--- src/rtl/conv_sched_pkg.sv ---
// rtl/conv_sched_pkg.sv - shared state encoding and sizing helpers for the conv filter scheduler
package conv_sched_pkg;

    typedef enum logic [2:0] {
        S_IDLE,
        S_LOAD,
        S_FIRE,
        S_WAIT,
        S_STORE,
        S_FIN
    } state_t;

    typedef struct packed {
        logic [31:0] passes;
        logic [31:0] last_cnt;
    } pass_info_t;

    function automatic int clog2(input int n);
        int r;
        r = 0;
        for (int i = 0; i < 31; i++) begin
            if ((1 << i) < n) r = i + 1;
        end
        return r;
    endfunction

    // Number of passes and how many units the final (possibly partial) pass occupies.
    function automatic pass_info_t pass_info(input int k, input int u);
        pass_info_t r;
        int p;
        p          = (k + u - 1) / u;
        r.passes   = 32'(p);
        r.last_cnt = 32'(k - (p - 1) * u);
        return r;
    endfunction

endpackage

--- src/rtl/conv_done_collector.sv ---
// rtl/conv_done_collector.sv - sticky per-unit completion flags with valid masking
module conv_done_collector #(
    parameter int U = 2
) (
    input  logic         clk,
    input  logic         reset,
    input  logic         clear,
    input  logic         capture,
    input  logic [U-1:0] valid,
    input  logic [U-1:0] done_in,
    output logic         all_done
);

    logic [U-1:0] flags;
    logic [U-1:0] hits;

    assign hits = capture ? (done_in & valid) : '0;

    always_ff @(posedge clk) begin
        if (!reset) begin
            flags <= '0;
        end else if (clear) begin
            flags <= '0;
        end else begin
            flags <= flags | hits;
        end
    end

    // Same-cycle hits count so a unit finishing this cycle does not cost an extra WAIT cycle.
    assign all_done = ((flags | hits) & valid) == valid;

endmodule

--- src/rtl/conv_filter_scheduler.sv ---
// rtl/conv_filter_scheduler.sv - time-multiplexes K filters onto U conv units in ceil(K/U) passes
module conv_filter_scheduler
    import conv_sched_pkg::*;
#(
    parameter int K     = 6,
    parameter int U     = 2,
    parameter int IDX_W = (clog2(K) < 1) ? 1 : clog2(K)
) (
    input  logic             clk,
    input  logic             reset,
    input  logic             start,
    output logic             busy,
    output logic             done,
    output logic [IDX_W-1:0] filt_base,
    output logic [U-1:0]     unit_valid,
    output logic [U-1:0]     unit_start,
    input  logic [U-1:0]     unit_done,
    output logic             wr_en,
    output logic [IDX_W-1:0] wr_pass
);

    localparam pass_info_t       PI        = pass_info(K, U);
    localparam int               P         = int'(PI.passes);
    localparam int               LAST_CNT  = int'(PI.last_cnt);
    localparam logic [IDX_W-1:0] LAST_PASS = IDX_W'(P - 1);
    localparam logic [IDX_W-1:0] STEP      = IDX_W'(U);
    localparam logic [IDX_W-1:0] ONE       = IDX_W'(1);
    localparam logic [U-1:0]     FULL_MASK = '1;
    localparam logic [U-1:0]     LAST_MASK = U'((64'd1 << LAST_CNT) - 64'd1);

    state_t           state;
    state_t           state_n;
    logic [IDX_W-1:0] pass_q;
    logic [IDX_W-1:0] base_q;
    logic             all_done;
    logic             flags_clear;
    logic             flags_capture;

    always_ff @(posedge clk) begin
        if (!reset) begin
            state  <= S_IDLE;
            pass_q <= '0;
            base_q <= '0;
        end else begin
            state <= state_n;
            if (state == S_IDLE && start) begin
                pass_q <= '0;
                base_q <= '0;
            end else if (state == S_STORE && pass_q != LAST_PASS) begin
                pass_q <= pass_q + ONE;
                base_q <= base_q + STEP;
            end
        end
    end

    always_comb begin
        state_n    = state;
        busy       = 1'b0;
        done       = 1'b0;
        wr_en      = 1'b0;
        unit_valid = '0;
        unit_start = '0;
        if (state != S_IDLE) begin
            unit_valid = (pass_q == LAST_PASS) ? LAST_MASK : FULL_MASK;
        end
        case (state)
            S_IDLE: begin
                if (start) state_n = S_LOAD;
            end
            S_LOAD: begin
                busy    = 1'b1;
                state_n = S_FIRE;
            end
            S_FIRE: begin
                busy       = 1'b1;
                unit_start = unit_valid;
                state_n    = S_WAIT;
            end
            S_WAIT: begin
                busy = 1'b1;
                if (all_done) state_n = S_STORE;
            end
            S_STORE: begin
                busy    = 1'b1;
                wr_en   = 1'b1;
                state_n = (pass_q == LAST_PASS) ? S_FIN : S_LOAD;
            end
            S_FIN: begin
                done    = 1'b1;
                state_n = S_IDLE;
            end
            default: state_n = S_IDLE;
        endcase
    end

    // A unit may finish in the very cycle it is started, so capture opens in FIRE.
    assign flags_clear   = (state == S_LOAD);
    assign flags_capture = (state == S_FIRE) || (state == S_WAIT);

    conv_done_collector #(
        .U(U)
    ) u_collector (
        .clk     (clk),
        .reset   (reset),
        .clear   (flags_clear),
        .capture (flags_capture),
        .valid   (unit_valid),
        .done_in (unit_done),
        .all_done(all_done)
    );

    assign filt_base = base_q;
    assign wr_pass   = pass_q;

endmodule

--- config.mk ---
export PLATFORM = sky130hd
export DESIGN_NAME = conv_filter_scheduler
export DESIGN_NICKNAME = d
export VERILOG_FILES = /design/src/rtl/conv_sched_pkg.sv /design/src/rtl/conv_done_collector.sv /design/src/rtl/conv_filter_scheduler.sv
export SDC_FILE = /design/constraint.sdc
export NUM_CORES = 1
export LEC_CHECK = 0
export BUFFER_PORTS_ARGS = -buffer_cell sky130_fd_sc_hd__clkbuf_2
export CAP_MARGIN = 40
export CORE_AREA = 2 2 39 41
export DETAILED_ROUTE_END_ITERATION = 7
export DIE_AREA = 0 0 41 43
export GPL_ROUTABILITY_DRIVEN = 0
export PLACE_DENSITY_LB_ADDON = 0.3
export SYNTH_ARGS = -nofsm -noshare
export SYNTH_HDL_FRONTEND = slang
export SYNTH_SLANG_ARGS = --single-unit
--- constraint.sdc ---
create_clock -name clk -period 5 [get_ports clk]
set_clock_uncertainty 0.15 [all_clocks]
set_input_delay 0.75 -clock clk [delete_from_list [all_inputs] [get_ports clk]]
set_output_delay 0.75 -clock clk [all_outputs]
set_load 0.05 [all_outputs]
==> qor.csv, run 1 <==
metric;value;unit
crit_type;reg2out;
first_pass_iters;4;
hold_path.class;reg2reg;
clkLatencyLatePin;270;ps
synth_warnings;0;
fmax;381;MHz
die_y;43;um
fin_area;674;um2
layout-drive-gt1-share;32.1;%
cts_resized;0;
setup-violations-final;0;
power_frac_clock;35.7;%
grt_usage;16.1;%
drtIter0Drc;20;
required;4100;ps
use_met2;18.4;%
numPlacedInstances;96;
grt_pass1_wl;1.86;mm
die_area;0.00176;mm2
start_kind;flop;
clock-sinks;10;
vias;510;
period_minus_slack;2620;ps
syn_to_final_growth;16.2;%
dp_slack;2670;ps
power.density;300;mW/mm2
layout.nets;92;
p_sw;64.2;uW
syn-mean-instance-area;8.29;um2
synth.yosys.seq_area_share;34.5;%
yosys_register_bits;10;
post-route-period-util;52.4;%
core_area;0.00138;mm2
start_util;42.0;%
antenna_found_initial;0;
worst_slack;2380;ps
peakVddDrop;0.161;mV
placed_cell_area;638;um2
syn_area;581;um2
ys.flop_type;dfxtp_1;
grt-ovfl-total;0;
cts_tree;done;
synthDistinctLibCells;34;
r2r-start;state[2];
antenna_left;0;
switching_share;31.7;%
synth_cells;70;
clk_path_buf_depth;2;
clkTransAtPathRegs;70;ps
outcome;finished, final reports clean;
p_leak;0.293;nW
routed_wl;1.04;mm
grt_max_degree;12;
wl_per_cell;10.4;um
grt-busiest-layer;met1;
vias_per_cell;5.10;
rsz0062_at_grt;no;
cts_buffers;3;
worstHoldStart;filt_base[2];
htreeDepth;1;
grtUsageMet3;9.42;%
remaining_drc_errors;0;
finalHoldViolations;0;
finalMaxSlewViolations;0;
synth-edff-count;0;
clockRootBuffer;clkbuf_4;
crit_path_max_fanout;11;
maxCapViolations;0;
power_frac_comb;21.4;%
grt.met1_usage;22.4;%
row_count;14;
chipWidth;41;um
synth_fp_nets;77;
portBuffers;16;
seq_power_share;42.9;%
fin_cells;100;
hold_buffers;0;
critPathLaunch;state[2];
diodes;0;
grt_pass1_vias;435;
setup_tns;0;ps
post_cts_buffers;0;
dpl.hpwl;777;um
cp-end-kind;output port;
worstPathArrival;1720;ps
async_reset_ff_share;0;%
p_int;138;uW
ios;18;
[cell usage in the layout, fill, tap and decap left out, types with 3 or more instances in the layout]
cell,count
nand3_1,3
nor2_1,3
dfxtp_1,10
a21oi_1,5
clkbuf_4,3
inv_1,6
nand2_1,4
clkbuf_2,16
o21ai_0,5
[sequential cells by signal, summed over array words and instances, names as in the netlist]
| name | flops |
|---|---|
| wr_pass | 3 |
| state | 3 |
| filt_base | 2 |
| u_collector.flags | 2 |
[cell type report]
cell class	count	area (um2)
fill	150	709
multi-input combinational	48	315
sequential	10	200
timing repair buffer	16	80.1
clock buffer	4	36.3
inverter	6	22.5
tap	16	20.0
[through the flow]
stage                     power [mW]  utilization [%]  hold slack (ps)
after global routing           0.216             48.7              360
after global placement         0.132             46.1              335
after detailed placement       0.132             46.1              334
final                          0.202             48.7              344
after floorplan                0.127                -              317
after CTS                      0.205             48.7              343
[metal layers]
metal,vias to the layer above,wire length (um)
li1,270,-
met1,217,511
met2,23,444
met3,0,84
met4,0,0
met5,-,0
[synthesized netlist by cell type, types with 2 or more instances]
| cell type | count | area share, % |
|---|---|---|
| o21ai_0 | 5 | 4.3 |
| nor2_1 | 3 | 1.9 |
| buf_4 | 3 | 3.9 |
| nand2b_1 | 2 | 2.2 |
| or3_2 | 2 | 2.6 |
| nand3_1 | 3 | 2.6 |
| a21oi_1 | 5 | 4.3 |
| a21boi_0 | 2 | 2.6 |
| ha_1 | 2 | 4.3 |
| nand2_1 | 4 | 2.6 |
| dfxtp_1 | 10 | 34 |
| nor2b_1 | 2 | 2.2 |
| inv_1 | 6 | 3.9 |
[critical path, stage by stage, from the launching register on]
cell and delay [ps]:
dfxtp_1 490, or3b_1 500, inv_1 170, clkbuf_2 300
[final timing paths]
kind                  endpoint  slack [ps]  depth (start not counted)
setup / recovery         wr_en        2380                          3
hold reg to reg   filt_base[2]         340                          2
hold / removal    filt_base[2]         340                          2
setup reg to reg  filt_base[2]        3160                          3
[cells by family after synthesis]
logic type | synth area share, %
flops | 34.5
buf+inv | 11.2
fa+ha+maj | 4.31
other cells | 0.646
compound gates | 23.7
xor+xnor | 1.51
simple gates | 24.1
[power groups by stage]
stage / logic, mW / registers (mW) / clock network, mW
2_1_floorplan: 0.0402 / 0.0867 / 0
3_3_place_gp: 0.0436 / 0.0882 / 0
3_5_place_dp: 0.0432 / 0.0885 / 0
4_1_cts: 0.0434 / 0.0867 / 0.0745
5_1_grt: 0.0466 / 0.0877 / 0.0821
6_report: 0.0433 / 0.0869 / 0.0722
(Power assumes the default switching activity.)
==> inputs of run 2 (changes only) <==
- CORE_AREA: 2 2 39 41 -> default
- CORE_UTILIZATION: default -> 43
- DIE_AREA: 0 0 41 43 -> default
- clock period: 5 -> 2.4 ns (I/O delays scaled with it)
==> run 2 against run 1 <==
Power increased by 110%. Register-to-register slack got worse by 2600 ps. Clock-buffer cell count unchanged. Die area decreased by 15%. Critical path depth unchanged. Global-route usage increased by 0.93 points. Clock power increased by 110%.
==> qor.csv, run 2 (synthesis results as in run 1) <==
metric;value;unit
clockRootBuffer;clkbuf_4;
final_core_util;56.6;%
vias;507;
syn_to_final_growth;15.7;%
diodes;0;
dp_slack;473;ps
period_minus_slack;2220;ps
worst_hold_slack;220;ps
start_kind;flop;
dpl.hpwl;807;um
peakVddDrop;0.387;mV
cts_buffers;3;
fin_area;672;um2
crit_type;reg2out;
p_leak;0.293;nW
ios;18;
layout.nets;92;
finalHoldViolations;0;
remaining_drc_errors;0;
setup_tns;0;ps
hold_buffers;0;
chipWidth;38.7;um
maxCapViolations;0;
clk_path_buf_depth;2;
mostFrequentLayoutCells;clkbuf_2, dfxtp_1, inv_1;
hold_path.class;in2reg;
grt_pass1_wl;1.68;mm
layout-drive-gt1-share;32.1;%
cts_tree;done;
grt_pass1_vias;394;
first_pass_iters;4;
crit_family;flip-flops;
post-route-period-util;92.7;%
routed_wl;1.07;mm
clock-sinks;10;
rsz0062_at_grt;no;
outcome;finished, final reports clean;
grt_max_degree;12;
wl_per_cell;10.9;um
start_util;48.9;%
crit_buf_inv;2;
htreeDepth;1;
post_cts_buffers;0;
grt_usage;17.0;%
path_cells;or3b_1, inv_1, clkbuf_2;
row_count;12;
grt-ovfl-total;0;
worst_slack;175;ps
power.density;631;mW/mm2
finalMaxSlewViolations;0;
final_common_cell;clkbuf_2;
placed_cell_area;636;um2
die_area;0.00150;mm2
fin_cells;98;
slowest_delay;490;ps
cts_resized;0;
die_y;38.7;um
antenna_left;0;
setup-violations-final;0;
worstPathArrival;1710;ps
clkTransAtPathRegs;60;ps
power;424;uW
drtIter0Drc;10;
crit_path_max_fanout;11;
vias_per_cell;5.17;
fmax;449;MHz
core_area;0.00119;mm2
required;1890;ps
worst_path_max_delay_cell;dfxtp_1;
portBuffers;16;
cp-end-kind;output port;
clkLatencyLatePin;270;ps
numPlacedInstances;94;
antenna_found_initial;0;
[run 2: final cells by class]
type                    instances  area (um2)
clock buffers                   4        36.3
fillers                       116         514
inverters                       6        22.5
multi-input cells              48         315
flip-flops and latches         10         200
well taps                      14        17.5
repair buffers                 16        80.1
[run 2: path summary, 6_finish.rpt]
kind | startpoint | endpoint | slack, ps | cells past startpoint
hold / removal | start | state[2] | 220 | 2
setup reg to reg | state[2] | filt_base[2] | 560 | 3
setup / recovery | state[2] | wr_en | 180 | 3
hold reg to reg | u_collector.flags[0] | u_collector.flags[0] | 350 | 2
[run 2: routing by layer]
metal	vias up	wire length (um)	track usage, %
li1	269	-	-
met1	218	563	22.9
met2	17	430	22.1
met3	3	55	8.67
met4	0	21	7.76
met5	-	0	0
[run 2: where the power goes]
part | switching [mW] | total, mW | internal [mW]
clock network | 0.0606 | 0.153 | 0.0922
logic | 0.0662 | 0.0904 | 0.0242
registers | 0.00910 | 0.181 | 0.172
total | 0.136 | 0.424 | 0.288
[run 2: worst register-to-register path, cell delays in order, from the launching register on]
cell and delay (ps):
dfxtp_1 490, or3b_1 490, or4_4 520, a21oi_2 130
